File: src/rtl/mult_pkg.sv
`default_nettype none
// ----------------------------------------------------------------------------
// Module   : mult_pkg
// Brief    : Shared FSM encoding and parameter legality helpers for mult_iter.
// Revision : 1.0 - initial release
// ----------------------------------------------------------------------------
package mult_pkg;

  typedef enum logic [1:0] {
    IDLE   = 2'd0,
    CALC   = 2'd1,
    FINISH = 2'd2
  } state_t;

  localparam int c_MIN_WIDTH = 8;
  localparam int c_MAX_WIDTH = 64;

  function automatic bit width_legal(input int width);
    return (width >= c_MIN_WIDTH) && (width <= c_MAX_WIDTH);
  endfunction

  function automatic bit bpc_legal(input int width, input int bpc);
    return ((bpc == 1) || (bpc == 2) || (bpc == 4)) && ((width % bpc) == 0);
  endfunction

endpackage
`default_nettype wire

File: src/rtl/mult_step.sv
`default_nettype none
// ----------------------------------------------------------------------------
// Module   : mult_step
// Brief    : One shift-add iteration; retires BPC multiplier bits from the low
//            end of the product register.
// Revision : 1.0 - initial release
// ----------------------------------------------------------------------------
module mult_step
  import mult_pkg::*;
#(
  parameter int WIDTH = 32,
  parameter int BPC   = 1
) (
  input  logic [2*WIDTH-1:0] i_prod,
  input  logic [WIDTH-1:0]   i_mcand,
  output logic [2*WIDTH-1:0] o_prod
);

  logic [WIDTH+BPC-1:0]   w_pp;
  logic [WIDTH+BPC-1:0]   w_upper;
  logic [2*WIDTH+BPC-1:0] w_wide;

  // Upper half plus partial product never exceeds WIDTH+BPC bits.
  always_comb begin
    w_pp = '0;
    for (int i = 0; i < BPC; i++) begin
      if (i_prod[i]) begin
        w_pp = w_pp + ({{BPC{1'b0}}, i_mcand} << i);
      end
    end
    w_upper = {{BPC{1'b0}}, i_prod[2*WIDTH-1:WIDTH]} + w_pp;
    w_wide  = {w_upper, i_prod[WIDTH-1:0]};
    o_prod  = w_wide[2*WIDTH+BPC-1:BPC];
  end

endmodule
`default_nettype wire

File: src/rtl/mult_iter.sv
`default_nettype none
// ----------------------------------------------------------------------------
// Module   : mult_iter
// Brief    : Iterative signed/unsigned multiplier with optional accumulate.
// Revision : 1.0 - initial release
// ----------------------------------------------------------------------------
module mult_iter
  import mult_pkg::*;
#(
  parameter int WIDTH          = 32,
  parameter int BITS_PER_CYCLE = 1
) (
  input  logic               i_clk,
  input  logic               i_rst,
  input  logic               i_start,
  input  logic               i_signed,
  input  logic               i_acc,
  input  logic               i_abort,
  input  logic [WIDTH-1:0]   i_a,
  input  logic [WIDTH-1:0]   i_b,
  output logic               o_busy,
  output logic               o_done,
  output logic [2*WIDTH-1:0] o_out
);

  localparam int c_N  = WIDTH / BITS_PER_CYCLE;
  localparam int c_CW = $clog2(c_N + 1);

  generate
    if (!width_legal(WIDTH) || !bpc_legal(WIDTH, BITS_PER_CYCLE)) begin : g_bad_param
      $error("mult_iter: illegal WIDTH/BITS_PER_CYCLE combination");
    end
  endgenerate

  state_t             r_state;
  state_t             w_next;
  logic [c_CW-1:0]    r_cnt;
  logic [2*WIDTH-1:0] r_prod;
  logic [2*WIDTH-1:0] r_out;
  logic [2*WIDTH-1:0] w_step;
  logic [2*WIDTH-1:0] w_final;
  logic [WIDTH-1:0]   r_mcand;
  logic [WIDTH-1:0]   w_mag_a;
  logic [WIDTH-1:0]   w_mag_b;
  logic               r_neg;
  logic               r_acc;
  logic               r_done;
  logic               w_last;

  // -2^(WIDTH-1) negates to itself, which read unsigned is the right magnitude.
  assign w_mag_a = (i_signed && i_a[WIDTH-1]) ? -i_a : i_a;
  assign w_mag_b = (i_signed && i_b[WIDTH-1]) ? -i_b : i_b;
  assign w_final = r_neg ? -r_prod : r_prod;
  assign w_last  = (r_cnt == c_CW'(c_N - 1));

  mult_step #(
    .WIDTH (WIDTH),
    .BPC   (BITS_PER_CYCLE)
  ) u_step (
    .i_prod  (r_prod),
    .i_mcand (r_mcand),
    .o_prod  (w_step)
  );

  always_comb begin
    w_next = r_state;
    case (r_state)
      IDLE:    if (i_start) w_next = CALC;
      CALC:    if (i_abort) w_next = IDLE;
               else if (w_last) w_next = FINISH;
      FINISH:  w_next = IDLE;
      default: w_next = IDLE;
    endcase
  end

  always_ff @(posedge i_clk) begin
    if (i_rst) r_state <= IDLE;
    else       r_state <= w_next;
  end

  always_ff @(posedge i_clk) begin
    if (i_rst) begin
      r_cnt   <= '0;
      r_prod  <= '0;
      r_out   <= '0;
      r_mcand <= '0;
      r_neg   <= 1'b0;
      r_acc   <= 1'b0;
      r_done  <= 1'b0;
    end else begin
      r_done <= 1'b0;
      case (r_state)
        IDLE: begin
          if (i_start) begin
            r_prod  <= {{WIDTH{1'b0}}, w_mag_b};
            r_mcand <= w_mag_a;
            r_neg   <= i_signed & (i_a[WIDTH-1] ^ i_b[WIDTH-1]);
            r_acc   <= i_acc;
            r_cnt   <= '0;
          end
        end
        CALC: begin
          if (!i_abort) begin
            r_prod <= w_step;
            r_cnt  <= r_cnt + 1'b1;
          end
        end
        FINISH: begin
          if (!i_abort) begin
            r_out  <= r_acc ? (r_out + w_final) : w_final;
            r_done <= 1'b1;
          end
        end
        default: ;
      endcase
    end
  end

  assign o_busy = (r_state != IDLE);
  assign o_done = r_done;
  assign o_out  = r_out;

endmodule
`default_nettype wire

File: config.mk
export PLATFORM = sky130hd
export DESIGN_NAME = mult_iter
export DESIGN_NICKNAME = d
export VERILOG_FILES = /design/src/rtl/mult_pkg.sv /design/src/rtl/mult_step.sv /design/src/rtl/mult_iter.sv
export SDC_FILE = /design/constraint.sdc
export NUM_CORES = 1
export LEC_CHECK = 0
export CAP_MARGIN = 0
export CORE_AREA = 4 4 187 189
export CTS_BUF_LIST = sky130_fd_sc_hd__clkbuf_4
export CTS_CLUSTER_DIAMETER = 40
export DETAILED_ROUTE_END_ITERATION = 10
export DIE_AREA = 0 0 191 193
export PLACE_DENSITY = 0.69
export REMOVE_ABC_BUFFERS = 1
export SLEW_MARGIN = 10
export SYNTH_ARGS = -nofsm -noshare
export SYNTH_HDL_FRONTEND = slang
export SYNTH_SLANG_ARGS = --single-unit
File: constraint.sdc
create_clock -name i_clk -period 4.98 [get_ports i_clk]
set_input_delay 0.996 -clock i_clk [delete_from_list [all_inputs] [get_ports i_clk]]
set_output_delay 0.996 -clock i_clk [all_outputs]
set_load 0.02 [all_outputs]
==> tab_implementation.tex <==
\begin{tabular}{lr}
\hline
Metric & Value \\
\hline
\multicolumn{2}{l}{\textbf{Worst hold path}} \\
HP Class & reg2reg \\
\multicolumn{2}{l}{\textbf{Critical path}} \\
Startpoint-to-endpoint class of the critical path & reg2reg \\
Crit path required time & 5.57 ns \\
CP Max Fanout & 4 \\
Critical Path Start Type & register \\
Data arrival at the endpoint of the critical path & 5.30 ns \\
Category of the worst setup path capture point & register \\
\multicolumn{2}{l}{\textbf{Synthesis}} \\
Commonest register cell after synthesis & sky130\_fd\_sc\_hd\_\_dfxtp\_1 \\
Combined area of all synthesized cells & 14800 um\^{}2 \\
Most frequently used cell type in the post-synthesis netlist & sky130\_fd\_sc\_hd\_\_nor2\_1 \\
Fraction of the mapped netlist area in simple logic gates & 0.218 \\
Adder and majority cell fraction of the synthesized area & 0.0985 \\
Post-synthesis cell type count & 71 \\
Compound-cell area share of the yosys netlist & 0.292 \\
Top cells by count, synth & sky130\_fd\_sc\_hd\_\_nor2\_1, sky130\_fd\_sc\_hd\_\_a21oi\_1, sky130\_fd\_sc\_hd\_\_nand2\_1 \\
Area share of the largest cell type after synthesis & 0.232 \\
Ranking of synthesized cells by area & sky130\_fd\_sc\_hd\_\_dfxtp\_1, sky130\_fd\_sc\_hd\_\_ha\_1, sky130\_fd\_sc\_hd\_\_xnor2\_1 \\
Asr flop ratio synth & 0 \\
Number of instances in the synthesized netlist & 1996 \\
Number of storage elements in the synthesis netlist & 171 \\
Proportion of synthesized area in mux cells & 0.00686 \\
Area share of xor/xnor cells in the synthesized design & 0.115 \\
Main combinational cell family by area after synthesis & compound AO/OA/AOI/OAI gates \\
Sequential cell area fraction in the yosys report & 0.232 \\
Yosys warning total & 0 \\
Largest area contributor in the netlist & sky130\_fd\_sc\_hd\_\_dfxtp\_1 \\
Count of flip-flops with a built-in enable after synthesis & 0 \\
Average footprint of a synthesized cell & 7.40 um\^{}2 \\
\multicolumn{2}{l}{\textbf{Drt}} \\
Total number of vias & 15000 \\
\# DRC & 0 \\
1st-pass router iterations & 7 \\
Vias per std cell & 5.80 \\
Routed WL per cell & 17.8 um \\
Aggregate routed wire length & 46000 um \\
DRC marker count from the first detailed-route iteration & 1220 \\
Antenna Nets Post-Route & 0 \\
\multicolumn{2}{l}{\textbf{Timing}} \\
Unrepaired setup endpoints after global routing & false \\
Max Clk Rate & 0.212 GHz \\
Final worst path period need & 4.71 ns \\
Accumulated negative setup slack & 0 ns \\
Max Slew Vio Count & 0 \\
Final period utilization & 0.945 \\
Final hold slack & 0.471 ns \\
Transition time of the tightest slew-check pin & 1.06 ns \\
Maximum clock skew at final layout & 0.0559 ns \\
PnR worst setup slack & 0.272 ns \\
Slew headroom & 0.296 \\
\# setup viols final & 0 \\
Fin. Hold Viols & 0 \\
\multicolumn{2}{l}{\textbf{Place}} \\
Count of buffers inserted at the top-level ports & 135 \\
Gpl congestion & 1.01 \\
Number of cells after detailed placement & 2556 \\
Post-placement cell area & 17000 um\^{}2 \\
HPWL Detailed & 35400 um \\
Place WS & -0.00190 ns \\
\multicolumn{2}{l}{\textbf{Floorplan}} \\
Vertical die dimension & 193 um \\
Core box area & 33300 um\^{}2 \\
Effective utilization at floorplan & 0.444 \\
Die Footprint & 36900 um\^{}2 \\
Number of top-level pins & 136 \\
Count of standard-cell rows & 67 \\
Die width & 191 um \\
\multicolumn{2}{l}{\textbf{Power and ir drop}} \\
Worst-case vdd ir drop & 0.000134 V \\
Power density over the cells & 186 nW/um\^{}2 \\
Sum of internal, switching and leakage power & 3.22 mW \\
Static Leakage & 7.01 nW \\
\multicolumn{2}{l}{\textbf{Cells and area}} \\
Fraction of final layout cells sized beyond drive strength 1 & 0.0766 \\
Final Util & 0.521 \\
Synth-to-Final Area Change & 17.4\% \\
Count of placed standard cells in the final layout, fillers left out & 2590 \\
Final non-filler cell area & 17300 um\^{}2 \\
Final net count & 2313 \\
\multicolumn{2}{l}{\textbf{Job}} \\
Count of maximum capacitance violations & 0 \\
\multicolumn{2}{l}{\textbf{Clock tree}} \\
Level count of the clock H-tree & 4 \\
Worst-Skew Late Latency & 0.64 ns \\
Clock Root Buffer & sky130\_fd\_sc\_hd\_\_clkbuf\_4 \\
Worst-case clock buffer depth & 2 \\
Clock slew at reported path FFs & 0.21 ns \\
Number of CTS-inserted buffers & 17 \\
Sinks on the clock net & 171 \\
CTS tree & done \\
\multicolumn{2}{l}{\textbf{Global route}} \\
Wire length of the first global-routing pass & 73700 um \\
Grt ovf & 0 \\
GRT Total Usage & 0.245 \\
Pin count of the biggest net entering global routing & 102 \\
Antenna violations before repair & 1 \\
Via count of the first global-routing pass & 13900 \\
\multicolumn{2}{l}{\textbf{Status}} \\
Run status & finished clean \\
\hline
\end{tabular}
## cell usage in the layout (no fill, tap or decap), types with 23 or more instances in the layout
master and count:
sky130_fd_sc_hd__nand4_1 27, sky130_fd_sc_hd__buf_4 90, sky130_fd_sc_hd__xor2_1 60, sky130_fd_sc_hd__nor3_1 32, sky130_fd_sc_hd__clkdlybuf4s50_1 134, sky130_fd_sc_hd__nand3_1 33, sky130_fd_sc_hd__inv_1 36, sky130_fd_sc_hd__a21o_1 46
sky130_fd_sc_hd__dfxtp_1 169, sky130_fd_sc_hd__a311oi_1 23, sky130_fd_sc_hd__or3_1 25, sky130_fd_sc_hd__nand2_1 198, sky130_fd_sc_hd__a211oi_1 79, sky130_fd_sc_hd__ha_1 110, sky130_fd_sc_hd__a22oi_1 29, sky130_fd_sc_hd__a21oi_1 206
sky130_fd_sc_hd__o31ai_1 24, sky130_fd_sc_hd__and2_1 41, sky130_fd_sc_hd__nor2_1 231, sky130_fd_sc_hd__o21ai_0 132, sky130_fd_sc_hd__xnor2_1 132
## where the power goes
group	switching, mW	internal (mW)
Clock	0.607	0.277
Combinational	0.515	0.349
Sequential	0.0505	1.42
Total	1.17	2.05
## cell type report
type | instances | area [um^2]
well taps | 448 | 561
clock inverters | 15 | 171
inverters | 37 | 139
diodes | 1 | 2.50
fillers | 3352 | 15900
flip-flops and latches | 171 | 3430
repair buffers | 226 | 2060
multi-input cells | 1675 | 10900
clock buffers | 17 | 128
## flip-flops by register name, indices dropped and copies added (netlist names)
name	cells
r_neg	1
r_mcand	32
r_cnt	6
o_out	64
r_acc	1
o_done	1
r_prod	64
r_state	2
## cell families (layout without fill, tap and decap cells)
kind of cell | count (synthesis) | after routing
and+or+nand+nor | 685 | 685
AOI/OAI and AO/OA | 672 | 672
xor gates and xnor gates | 193 | 193
DFF | 171 | 171
buffers and inverters | 150 | 295
adders and majority gates | 115 | 115
muxes | 10 | 10
other | 0 | 1
## path summary, 6_finish.rpt
kind | from | to | slack (ns) | cells past startpoint
max | r_prod[2] | o_out[55] | 0.27 | 18
min | r_prod[1] | r_prod[1] | 0.47 | 2
max reg2reg | r_prod[2] | o_out[55] | 0.27 | 18
min reg2reg | r_prod[1] | r_prod[1] | 0.47 | 2
## per-layer routing
layer / global-route usage / wire length, um / up-vias
met2: 0.376 / 19700 / 442
met4: 0.0602 / 880 / 0
met1: 0.367 / 22800 / 6968
met5: 0 / 0 / -
li1: - / - / 7568
met3: 0.0279 / 2610 / 56
## worst max-delay path, cell delays in order (launching register included)
cell                        delay [ns]
sky130_fd_sc_hd__dfxtp_1          0.34
sky130_fd_sc_hd__or4_4            0.53
sky130_fd_sc_hd__or4_4            0.47
sky130_fd_sc_hd__or3_4            0.44
sky130_fd_sc_hd__o31ai_2          0.25
sky130_fd_sc_hd__xnor2_1          0.20
sky130_fd_sc_hd__ha_1             0.30
sky130_fd_sc_hd__a2111oi_1        0.44
sky130_fd_sc_hd__buf_4            0.19
sky130_fd_sc_hd__o211ai_1         0.08
sky130_fd_sc_hd__o211ai_1         0.17
sky130_fd_sc_hd__nand2_1          0.11
sky130_fd_sc_hd__nor3b_2          0.24
sky130_fd_sc_hd__o31ai_1          0.12
sky130_fd_sc_hd__buf_4            0.15
sky130_fd_sc_hd__a221oi_1         0.30
sky130_fd_sc_hd__xnor2_1          0.16
sky130_fd_sc_hd__nand2_1          0.07
sky130_fd_sc_hd__a21oi_1          0.15
## what timing repair did
item	4_1_cts	5_1_grt
gates cloned	0	0
pin swaps	0	2
resized for setup	1	15
setup endpoints to repair	1	7
buffers inserted	0	1
hold buffers	0	0
Power figures use the tool's default switching activity.
